===== config.mk =====
export PLATFORM = sky130hd
export DESIGN_NAME = debounce_entradas_flat
export DESIGN_NICKNAME = d
export VERILOG_FILES = /design/src/rtl/debounce_entradas_if.sv /design/src/rtl/debounce_entradas.sv /design/src/flat_wrapper.sv
export SDC_FILE = /design/constraint.sdc
export NUM_CORES = 1
export LEC_CHECK = 0
export ABC_CLOCK_PERIOD_IN_PS = 2900
export CAP_MARGIN = 20
export CORE_AREA = 2 2 39 41
export CTS_CLUSTER_DIAMETER = 150
export CTS_CLUSTER_SIZE = 8
export DETAILED_ROUTE_END_ITERATION = 6
export DIE_AREA = 0 0 41 43
export DONT_BUFFER_PORTS = 1
export HOLD_SLACK_MARGIN = 0.1
export PLACE_DENSITY = 0.42
export SLEW_MARGIN = 5
export SYNTH_ARGS = -nofsm -noshare
export SYNTH_HDL_FRONTEND = slang
export SYNTH_SLANG_ARGS = --single-unit
export TNS_END_PERCENT = 5

===== constraint.sdc =====
create_clock -name iClk -period 2.9 [get_ports iClk]
set_input_delay 0.725 -clock iClk [delete_from_list [all_inputs] [get_ports iClk]]
set_output_delay 0.725 -clock iClk [all_outputs]
set_load 0.02 [all_outputs]

===== src/rtl/debounce_entradas_if.sv =====
// debounce_entradas_if: groups the raw button levels and the debounced
// outputs of debounce_entradas. The master side (stimulus/upstream) drives
// iBotones; the slave side (debouncer) drives oA and oCambio.
interface debounce_entradas_if #(
   parameter int ANCHO = 3
);
   logic [ANCHO-1:0] iBotones;
   logic [ANCHO-1:0] oA;
   logic             oCambio;

   modport master (
      output iBotones,
      input  oA,
      input  oCambio
   );

   modport slave (
      input  iBotones,
      output oA,
      output oCambio
   );
endinterface


===== src/rtl/debounce_entradas.sv =====
// debounce_entradas: per-channel switch debouncer.
// Each channel accepts a new level only after the sampled input has differed
// from the current debounced level for CICLOS_ESTABLES consecutive cycles.
// oCambio is a registered strobe aligned with every update of oA.
// Optional macro DEBOUNCE_SINCRONIZADOR_EN: inserts a 2-flop synchronizer in
// front of each channel (adds two cycles of latency). Without it the inputs
// are assumed to be synchronous to iClk already.
module debounce_entradas #(
   parameter int ANCHO           = 3,
   parameter int CICLOS_ESTABLES = 4
) (
   input logic             iClk,
   input logic             iReset,
   debounce_entradas_if.slave bus
);

   // Counter only needs to reach CICLOS_ESTABLES-1, it never wraps.
   localparam int CW = (CICLOS_ESTABLES > 2) ? $clog2(CICLOS_ESTABLES) : 1;
   localparam logic [CW-1:0] CNT_MAX = CW'(CICLOS_ESTABLES - 1);

   logic [ANCHO-1:0] muestra;
   logic [ANCHO-1:0] nivel;
   logic             cambio;
   logic [CW-1:0]    cnt      [ANCHO];
   logic [CW-1:0]    cnt_next [ANCHO];
   logic [ANCHO-1:0] carga;

`ifdef DEBOUNCE_SINCRONIZADOR_EN
   logic [ANCHO-1:0] sinc_a;
   logic [ANCHO-1:0] sinc_b;

   // Two-flop synchronizer; held at zero during reset so inputs are ignored.
   always_ff @(posedge iClk) begin
      if (iReset) begin
         sinc_a <= '0;
         sinc_b <= '0;
      end else begin
         sinc_a <= bus.iBotones;
         sinc_b <= sinc_a;
      end
   end

   assign muestra = sinc_b;
`else
   assign muestra = bus.iBotones;
`endif

   // Per-channel qualification: count while the sample disagrees with the
   // debounced level, load on the cycle the count is already at its maximum.
   always_comb begin
      carga = '0;
      for (int k = 0; k < ANCHO; k++) begin
         cnt_next[k] = '0;
         if (muestra[k] != nivel[k]) begin
            if (cnt[k] == CNT_MAX) begin
               carga[k]    = 1'b1;
               cnt_next[k] = '0;
            end else begin
               cnt_next[k] = cnt[k] + 1'b1;
            end
         end
      end
   end

   // State update: counters, debounced levels and the aligned change strobe.
   always_ff @(posedge iClk) begin
      if (iReset) begin
         nivel  <= '0;
         cambio <= 1'b0;
         for (int k = 0; k < ANCHO; k++) begin
            cnt[k] <= '0;
         end
      end else begin
         for (int k = 0; k < ANCHO; k++) begin
            cnt[k] <= cnt_next[k];
            if (carga[k]) begin
               nivel[k] <= muestra[k];
            end
         end
         cambio <= |carga;
      end
   end

   assign bus.oA      = nivel;
   assign bus.oCambio = cambio;

endmodule


===== src/flat_wrapper.sv =====
// flat-port wrapper written by rule: the top's interface ports become plain ports
module debounce_entradas_flat 
#(
   parameter int ANCHO           = 3,
   parameter int CICLOS_ESTABLES = 4
)
  (iClk, iReset, bus_iBotones, bus_oA, bus_oCambio);
  debounce_entradas_if #(.ANCHO(ANCHO)) bus_i ();
  input logic iClk;
  input logic iReset;
  input wire logic [$bits(bus_i.iBotones)-1:0] bus_iBotones;
  output wire logic [$bits(bus_i.oA)-1:0] bus_oA;
  output wire logic [$bits(bus_i.oCambio)-1:0] bus_oCambio;
  assign bus_i.iBotones = bus_iBotones;
  assign bus_oA = bus_i.oA;
  assign bus_oCambio = bus_i.oCambio;
  debounce_entradas #(.ANCHO(ANCHO), .CICLOS_ESTABLES(CICLOS_ESTABLES)) u_core (.iClk(iClk), .iReset(iReset), .bus(bus_i));
endmodule

==> flow_summary_export.csv <==
group,metric,value,unit
grt,grt_max_degree,13,
grt,grt-ovfl-total,0,
logic_synthesis,yosysWarnings,0,
detailed_routing,wl_per_cell,10.7,microns
worst_hold_path,holdPathStages,1,
cts,worstSkewPairLatency,250,ps
die,fp.dieArea,1760,sq um
place,dpl_worst_slack,1470,ps
finish,drive_gt1_share,11.4,%
timing,skew,1.19,ps
logic_synthesis,synth_edf_count,0,
logic_synthesis,synthTopCellsByArea,"dfxtp_1 (51%), ha_1 (9.6%), mux2i_1 (7.7%), nor4b_1 (6.7%), nor4_1 (4.8%)",
cts,cts_tree,"built",
logic_synthesis,synth_top_area_share,51.3,%
detailed_routing,drc_errors,0,
finish,syn2layout_area_growth,9.62,%
timing,slew_violations,0,
timing,setup_viol,0,
grt,grt_pass1_wl,924,microns
finish,layout.cells.non_filler,51,
place,place_inst,48,
setup_path,path_class,"flop to output port",
worst_hold_path,min-delay-start,"u_core.cnt[0][0]",
cts,clockBufferDepth,2,
power,total_power,0.000244,W
timing,rsz0062_at_grt,"false",
setup_path,worst_r2r_path_depth,3,
cts,post-cts-setup-buffer-count,0,
finish,antennaDiodeCount,0,
cts,ctsHoldBuffers,0,
die,dieWidth,41,microns
finish,fin_util,30.9,%
logic_synthesis,seq_area_frac_synth,51.3,%
logic_synthesis,synth_nets,41,
timing,fmax,0.675,GHz
logic_synthesis,ys_types,11,
detailed_routing,drt_iter0_drc,2,
timing,setup_ws,1420,ps
setup_path,critPathMaxFanout,3,
power,worst_ir_drop_vdd,176,uV
power,p_leak,0.166,nW
die,core,1380,sq um
logic_synthesis,synth_most_common_cell,"dfxtp_1",
outcome,status,"finished clean",
logic_synthesis,synthCells,33,
setup_path,end_kind,"output port",
die,fp.dieH,43,microns
place,gp_congestion,0.682,
timing,timing.setup.tns,0,ps
detailed_routing,dr_total_vias,244,
finish,final_nets,45,
timing,worst_pin_slew,321,ps
setup_path,reg2reg_from,"u_core.bus.oA[2]",
place,io_buffers,0,
cts,clkTransAtPathRegs,60,ps
timing,final_hold_viol_count,0,
setup_path,cp-start-kind,"flop",
grt,grt_pass1_vias,241,
setup_path,ff2ff_setup_slack,1750,ps
power,power_density,570,nW/um^2
run,cap_violations,0,
setup_path,crit_arrival,760,ps
worst_hold_path,hold_path.class,"flop to flop",
logic_synthesis,ys_dominant_reg_cell,"dfxtp_1",
detailed_routing,first_pass_iters,2,
cts,cts_max_level,1,
logic_synthesis,synth_commonest_cells,"dfxtp_1 (10), nor2_1 (4)",
timing,min_period,1480,ps
detailed_routing,vias_per_cell,4.78,
setup_path,worstReg2RegEnd,"u_core.bus.oCambio",
logic_synthesis,ys_ff_latch,10,
logic_synthesis,syn-cell-area,390,sq um
die,rows,14,
die,initial_core_util,28.2,%
timing,finalCritPeriodShare,51.1,%
grt,grt_antenna_before_repair,0,
detailed_routing,postRouteWirelength,548,microns
cts,cts_made_buffers,3,
logic_synthesis,syn_area_per_cell,11.8,sq um
die,io_pins,9,
cts,cts.sinks,10,
cts,cts_root_buf,"clkbuf_4",
finish,multi_input_area,185,sq um
logic_synthesis,synth.largest_area_cell,"dfxtp_1",
grt,grt_usage,7.65,%
cts,cts_resized,0,
place,dp_hpwl,422,microns
finish,fillers,142,
detailed_routing,antenna_left,0,
logic_synthesis,async_flop_share,0,%
finish,regArea,200,sq um
worst_hold_path,hold_path_end,"u_core.cnt[0][0]",
timing,maxSlewHeadroom,78.6,%
setup_path,critPathRequiredTime,2170,ps
==> state kept, by name, summed over array words and instances (netlist names) <==
name and flops:
u_core.bus.oA 3, u_core.cnt 6, u_core.bus.oCambio 1
==> area by class of cell <==
class,instances,share of cell area [%]
clock buffers,3,5.26
multi-input cells,22,43.3
flip-flops and latches,10,46.8
well taps,16,4.68
==> worst max path at each step <==
stage                          start                 end  depth (start not counted)
finish              u_core.bus.oA[1]           bus_oA[1]                          0
global route        u_core.bus.oA[1]           bus_oA[1]                          0
CTS                 u_core.bus.oA[1]           bus_oA[1]                          0
detailed placement   bus_iBotones[2]  u_core.bus.oCambio                          3
global placement     bus_iBotones[2]  u_core.bus.oCambio                          3
floorplan            bus_iBotones[2]  u_core.bus.oCambio                          3
==> placed cells by master, fill, tap and decap left out <==
cell      Yosys  final
ha_1          3      3
nor2_1        4      4
nor3b_1       2      2
dfxtp_1      10     10
nor4b_1       3      3
a211o_1       1      1
xnor2_2       1      1
mux2i_1       3      3
clkbuf_4      0      3
xnor2_1       2      2
nor4_1        3      3
==> logic make-up after synthesis <==
| logic type | Yosys count | share of synthesized area [%] |
|---|---|---|
| simple gates | 12 | 19.2 |
| flops | 10 | 51.3 |
| xor+xnor | 3 | 8.66 |
| mux | 3 | 7.69 |
| fa+ha+maj | 3 | 9.62 |
| compound gates | 1 | 2.24 |
| buf+inv | 1 | 1.28 |
==> stage by stage <==
stage,hold WS (ps),instance area (sq um)
after floorplan,404,390
after global placement,411,405
after detailed placement,417,405
after CTS,426,428
after global routing,438,428
final,420,428
==> power breakdown <==
group	total (W)	switching (W)	internal, W
clock network	0.0000886	0.0000410	0.0000476
registers	0.000145	0.00000269	0.000142
logic	0.0000105	0.00000404	0.00000647
==> per-layer routing <==
metal | routed length [microns] | GRT usage, % | vias to the layer above
met5 | 0 | 0 | -
met4 | 0 | 4.00 | 0
met3 | 44 | 3.14 | 0
met2 | 247 | 9.69 | 5
met1 | 257 | 10.7 | 114
li1 | - | - | 125
Note: power is estimated with default switching activity, not from simulation.
